File: config.mk
export PLATFORM = sky130hd
export DESIGN_NAME = teleprinter_tx
export DESIGN_NICKNAME = d
export VERILOG_FILES = /design/src/rtl/teleprinter_tx.sv
export SDC_FILE = /design/constraint.sdc
export NUM_CORES = 1
export LEC_CHECK = 0
export BUFFER_PORTS_ARGS = -buffer_cell sky130_fd_sc_hd__clkbuf_2
export CORE_UTILIZATION = 47
export DETAILED_ROUTE_END_ITERATION = 8
export PLACE_DENSITY = 0.75
export SLEW_MARGIN = 10
export SYNTH_ARGS = -nofsm -noshare
export SYNTH_HDL_FRONTEND = slang
export SYNTH_SLANG_ARGS = --single-unit
File: constraint.sdc
create_clock -name clk -period 5.7 [get_ports clk]
set_clock_uncertainty 0.2 [all_clocks]
set_input_delay 1.71 -clock clk [delete_from_list [all_inputs] [get_ports clk]]
set_output_delay 1.71 -clock clk [all_outputs]
set_load 0.02 [all_outputs]
File: src/rtl/teleprinter_tx.sv
// Console teleprinter transmitter: decodes device-04 IOTs and sends AC[4:11] as 8N2 frames on tx.
// Latency: tx falls on the F3 edge that commits TPC/TLS; the flag sets 11*DIV clocks later.
// Backpressure: a load while a frame is in flight is dropped; software paces itself on tto_flag.

module teleprinter_tx #(
    parameter int         CLOCK_FREQ = 50000000,
    parameter int         BAUD       = 115200,
    parameter logic [4:0] F3         = 5'd3      // CPU state code of the IOT execute phase
) (
    input  logic        clk,
    input  logic        reset,
    input  logic [4:0]  state,
    input  logic [0:11] instruction,
    input  logic [0:11] ac,
    output logic        tx,
    output logic        tto_skip,
    output logic        tto_flag,
    output logic        tto_irq,
    output logic        tx_busy
);

    localparam int            DIV      = CLOCK_FREQ / BAUD;   // clocks per bit, at least 2
    localparam int            CW       = $clog2(DIV);
    localparam logic [CW-1:0] BIT_LAST = CW'(DIV - 1);

    typedef enum logic [2:0] {S_IDLE, S_START, S_DATA, S_STOP1, S_STOP2} tx_state_t;

    tx_state_t     tx_state;
    tx_state_t     tx_state_next;
    logic [CW-1:0] baud_cnt;
    logic [2:0]    bit_idx;
    logic [7:0]    shreg;
    logic          int_enable;

    logic          iot_commit;
    logic [2:0]    iot_fn;
    logic          do_spf;
    logic          do_clear;
    logic          do_load;
    logic          do_kie;
    logic          bit_end;
    logic          frame_done;
    logic          ac_unused;

    // IOT decode: device 04 commits only in F3; KIE is the keyboard's code but also sets our enable.
    assign iot_commit = (state == F3) && (instruction[0:8] == 9'o604);
    assign iot_fn     = instruction[9:11];
    assign do_spf     = iot_commit && (iot_fn == 3'o0);
    assign do_clear   = iot_commit && ((iot_fn == 3'o2) || (iot_fn == 3'o6));
    assign do_load    = iot_commit && ((iot_fn == 3'o4) || (iot_fn == 3'o6));
    assign do_kie     = (state == F3) && (instruction == 12'o6035);

    // The upper AC bits carry nothing for the printer.
    assign ac_unused  = ^ac[0:3];

    assign bit_end    = (baud_cnt == BIT_LAST);
    assign frame_done = (tx_state == S_STOP2) && bit_end;
    assign tx_busy    = (tx_state != S_IDLE);
    assign tto_irq    = tto_flag & int_enable;

    // Skip looks only at the instruction word, never at the CPU state.
    assign tto_skip = ((instruction == 12'o6041) && tto_flag) ||
                      ((instruction == 12'o6045) && tto_flag && int_enable);

    // Frame state register.
    always_ff @(posedge clk or posedge reset) begin
        if (reset) begin
            tx_state <= S_IDLE;
        end else begin
            tx_state <= tx_state_next;
        end
    end

    // Next frame state: every non-idle state lasts one baud period; DATA repeats for 8 bits.
    always_comb begin
        tx_state_next = tx_state;
        case (tx_state)
            S_IDLE:  if (do_load) tx_state_next = S_START;
            S_START: if (bit_end) tx_state_next = S_DATA;
            S_DATA:  if (bit_end && (bit_idx == 3'd7)) tx_state_next = S_STOP1;
            S_STOP1: if (bit_end) tx_state_next = S_STOP2;
            S_STOP2: if (bit_end) tx_state_next = S_IDLE;
            default: tx_state_next = S_IDLE;
        endcase
    end

    // Baud counter, shift register and registered line output.
    always_ff @(posedge clk or posedge reset) begin
        if (reset) begin
            baud_cnt <= '0;
            bit_idx  <= '0;
            shreg    <= '0;
            tx       <= 1'b1;
        end else begin
            case (tx_state)
                S_IDLE: begin
                    baud_cnt <= '0;
                    if (do_load) begin
                        shreg   <= ac[4:11];
                        bit_idx <= '0;
                        tx      <= 1'b0;
                    end
                end
                default: begin
                    baud_cnt <= bit_end ? '0 : baud_cnt + CW'(1);
                    if (bit_end) begin
                        case (tx_state)
                            S_START: tx <= shreg[0];
                            S_DATA: begin
                                bit_idx <= bit_idx + 3'd1;
                                if (bit_idx == 3'd7) begin
                                    tx <= 1'b1;
                                end else begin
                                    tx    <= shreg[1];
                                    shreg <= {1'b0, shreg[7:1]};
                                end
                            end
                            default: tx <= 1'b1;
                        endcase
                    end
                end
            endcase
        end
    end

    // Printer flag and interrupt enable; completion is applied last so it beats a same-edge clear.
    always_ff @(posedge clk or posedge reset) begin
        if (reset) begin
            tto_flag   <= 1'b0;
            int_enable <= 1'b1;
        end else begin
            if (do_clear)   tto_flag <= 1'b0;
            if (do_spf)     tto_flag <= 1'b1;
            if (frame_done) tto_flag <= 1'b1;
            if (do_kie)     int_enable <= ac[11];
        end
    end

endmodule
* Yosys cells after proc, flatten, opt, wreduce, memory -nomap -nowiden
Index checks and enable logic that the tools add are counted.
W data, S select, Z words.
** Word-level totals
- Word-level logic and storage cells :: 78
- Register bits :: 26
- Input bits :: 31
** Cells by class
- Bitwise logic cells :: 1
- Eq/ne operators :: 20
- Add/sub/neg operators :: 2
- Reduce and logical (&&, ||, !) cells :: 23
- Muxes and demuxes :: 25
** Operator list (number)
- $mux W8 :: 5
- $eq A12 B12 Y1 const B :: 3
- $mux W3 :: 9
- $eq A9 B9 Y1 const B :: 2
- $mux W9 :: 2
- $pmux W3 S5 :: 1
- $eq A3 B3 Y1 const B :: 4
- $logic_and A1 B1 Y1 :: 10
- $ne A2 B2 Y1 const B :: 5
- $add A9 B1 Y9 const B :: 1
- $eq A3 B2 Y1 const B :: 3
- $mux W1 :: 7
- $logic_not A3 Y1 :: 2
- $reduce_bool A3 Y1 :: 2
- $eq A5 B2 Y1 const B :: 1
- $reduce_and A5 Y1 :: 1
- $reduce_and A4 Y1 :: 1
- $reduce_bool A2 Y1 :: 2
- $add A3 B1 Y3 const B :: 1
- $eq A3 B1 Y1 const B :: 1
- $logic_or A1 B1 Y1 :: 3
- $reduce_and A3 Y1 :: 1
- $ne A2 B1 Y1 const B :: 1
- $pmux W1 S2 :: 1
- other kinds (2) :: 2

* Logic depth before layout (Yosys ltp)
- Depth after elaboration :: 6
- Mapped depth :: 7
- Depth with buffers taken out :: 6

* Worst setup path after synthesis
Ideal clock, no wire load.
- Path kind :: input to output
- Start :: input instruction[5] (netlist name)
- End :: output tto_skip
- Stages on the path :: 2
- Setup slack :: 0.846 ns
- Buffers on the path :: 0
- Arrival time :: 2.944 ns
- Data required time :: 3.790 ns
- Path through :: or4_4 > nor4_1
** On the way
- Cells in the longest elaborated chain, start to end :: 4
- Elaborated cells between the ends (all ways) :: 6
** Ends and longest elaborated chain
- from (decl) :: RTL line 13 : input logic [0:11] instruction,
- $eq A12 B12 Y1 :: RTL line 63 : ((instruction == 12'o6045) && tto_flag && int_enable);
- $logic_and A1 B1 Y1 (2 in a row) :: RTL line 63
- $logic_or A1 B1 Y1 * :: RTL line 62 : assign tto_skip = ((instruction == 12'o6041) && tto_flag) ||
- to (decl) :: RTL line 16 : output logic tto_skip,
Every way passes the cells marked *; elsewhere a longest branch is shown, timed or not.

* Worst setup path after layout
Ends and elaborated chain as after synthesis.

==> impl_metrics.json <==
{
  "ff_latch_area_sq_um": 653,
  "critPathMaxFanout": 3,
  "fin_crit_ps": 4710,
  "vias": 1134,
  "mappedNetlistNets": 168,
  "grt_usage_pct": 18.4,
  "hold_buffers": 0,
  "finalPower_mw": 0.294,
  "cp.arrival_ps": 2800,
  "die_h_microns": 56.2,
  "place.gp.congestion": 0.827,
  "fp.dieW_microns": 56.2,
  "numPlacedInstances": 194,
  "worstSkewPairLatency_ps": 310,
  "route.detailed.drc": 0,
  "power_density_mw_per_mm2": 183,
  "finalHoldViolCount": 0,
  "run_status": "finished clean",
  "setup_viol": 0,
  "ios": 36,
  "ctsResizeCount": 0,
  "drt-total-wl_microns": 2700,
  "rsz0062_at_grt": "false",
  "fin_nets": 203,
  "criticalPathCategory": "input port to output pin",
  "numCtsBuffers": 3,
  "yosys-top-cells-area": "dfrtp_1, o221a_2, dfstp_2, nor2_1, xnor2_1",
  "cp.required_ps": 3790,
  "multi_input_area_sq_um": 696,
  "finish.utilization_pct": 57.8,
  "fill_cells": 248,
  "grt_pass1_wl_microns": 4680,
  "overflow": 0,
  "syn-cell-area_sq_mm": 0.00138,
  "cts.sink_count": 26,
  "drt-initial-drc-count": 36,
  "root_buffer": "clkbuf_4",
  "synth-edff-count": 0,
  "clk_path_buf_depth": 2,
  "n_antenna_cell": 0,
  "first_pass_iters": 4,
  "antenna_left": 0,
  "timing.final.crit_share_pct": 82.6,
  "final_cell_mix": "clkbuf_2, dfrtp_1, nor2_1",
  "synth_top_area_share_pct": 43.4,
  "grt_antenna_before_repair": 0,
  "grt_max_degree": 27,
  "yosysTopAreaCell": "dfrtp_1",
  "hold_class": "register to register",
  "leakagePower_nw": 0.729,
  "final_cells": 198,
  "area_delta_synth_final_pct": 16.4,
  "finish.instance_area_sq_mm": 0.00161,
  "syn_inst": 133,
  "post_dp_cell_area_sq_mm": 0.00157,
  "synthFlopType": "dfrtp_1",
  "relSlewSlack_pct": 35.9,
  "worstMarginPinSlew_ps": 961,
  "die_area_sq_mm": 0.00316,
  "row_count": 19,
  "dpl.hpwl_microns": 2110,
  "synthDistinctLibCells": 41,
  "io_buffers": 31,
  "ys_seq_area_share_pct": 47.2,
  "viasPerCell": 5.73,
  "fmax_mhz": 212,
  "cts_setup_buffers": 0,
  "cts_tree": "done",
  "fp.coreArea_sq_mm": 0.00278,
  "htreeDepth": 1,
  "drv_slew": 0,
  "peakVddDrop_mv": 0.164,
  "worstSetupEndpointType": "output pin",
  "final_common_cell": "clkbuf_2",
  "clk_pin_slew_worst_paths_ps": 140,
  "start_kind": "input port",
  "ys_warn_count": 0,
  "syn_avg_cell_area_sq_um": 10.4,
  "tns_ps": 0,
  "drv_cap": 0,
  "ys_ff_latch": 26,
  "initial_core_util_pct": 49.7,
  "avgRoutedWirePerCell_microns": 13.6,
  "grt_pass1_vias": 1092,
  "async_flop_share_pct": 100,
  "drive_gt1_share_pct": 31.7
}
[layout make-up]
cell class | instances | area share [%]
Multi-Input combinational cell | 98 | 43.2
Sequential cell | 26 | 40.6
Timing Repair Buffer | 31 | 9.64
Tap cell | 31 | 2.41
Inverter | 8 | 1.87
Clock buffer | 4 | 2.26
[cell usage after synthesis (all sizes together) (2+ instances only)]
master,number
nand4,2
nor2,14
and2,2
xor2,2
or4,2
dfstp,2
o221a,7
nor3b,2
nor3,4
nand3b,2
inv,8
and3,2
o22ai,3
nor4,2
nand2b,8
nand3,5
dfrtp,24
nand2,7
xnor2,6
o21ai,3
mux2,2
nor2b,2
ha,4
nand4b,2
[logic make-up (layout without fill, tap and decap cells)]
kind of cell	count (synthesis)	after routing	synth area share [%]
compound gates	21	21	13.1
xor+xnor	8	8	5.07
fa+ha+maj	4	4	3.62
buf+inv	9	43	2.44
flops	26	26	47.2
mux	2	2	1.63
simple gates	63	63	26.9
[metrics by stage]
step | worst slack (ps) | hold slack [ps]
after CTS | 986 | 316
after floorplan | 846 | 274
after global placement | 1010 | 289
final | 992 | 311
after detailed placement | 989 | 303
after global routing | 884 | 358
[per-layer routing]
metal  up-vias  wire length [microns]  GRT usage (%)
met2        30                   1350           33.0
met1       545                   1210           24.0
met3         4                    119           2.33
met4         0                     21           3.48
li1        555                      -              -
met5         -                      0              0
[power breakdown]
group	switching (mW)	internal (mW)
Sequential	0.0000106	0.185
Combinational	0.00901	0.00833
Clock	0.0528	0.0390
Total	0.0618	0.232
[flip-flops by register name, indices dropped and copies added (netlist names)]
signal and count:
int_enable 1, tx_state 3, tx 1, baud_cnt 9, tto_flag 1, bit_idx 3, shreg 8
[critical path, cell delays in order]
cell and delay [ps]:
clkbuf_2 80, or4_4 550, nor4_1 240, clkbuf_2 210
[path summary, 6_finish.rpt]
check	start	to	slack, ps	cells after the start
min	tx$_DFFE_PP1P_	tx$_DFFE_PP1P_	310	2
max reg2reg	baud_cnt[3]$_DFF_PP0_	shreg[6]$_DFFE_PP0P_	3310	4
min reg2reg	tx$_DFFE_PP1P_	tx$_DFFE_PP1P_	310	2
min in group asynchronous	reset	baud_cnt[0]$_DFF_PP0_	1370	2
max	instruction[5]	tto_skip	990	4
max in group asynchronous	reset	tx_state[2]$_DFFE_PP0P_	3350	2
(Power assumes the default switching activity.)
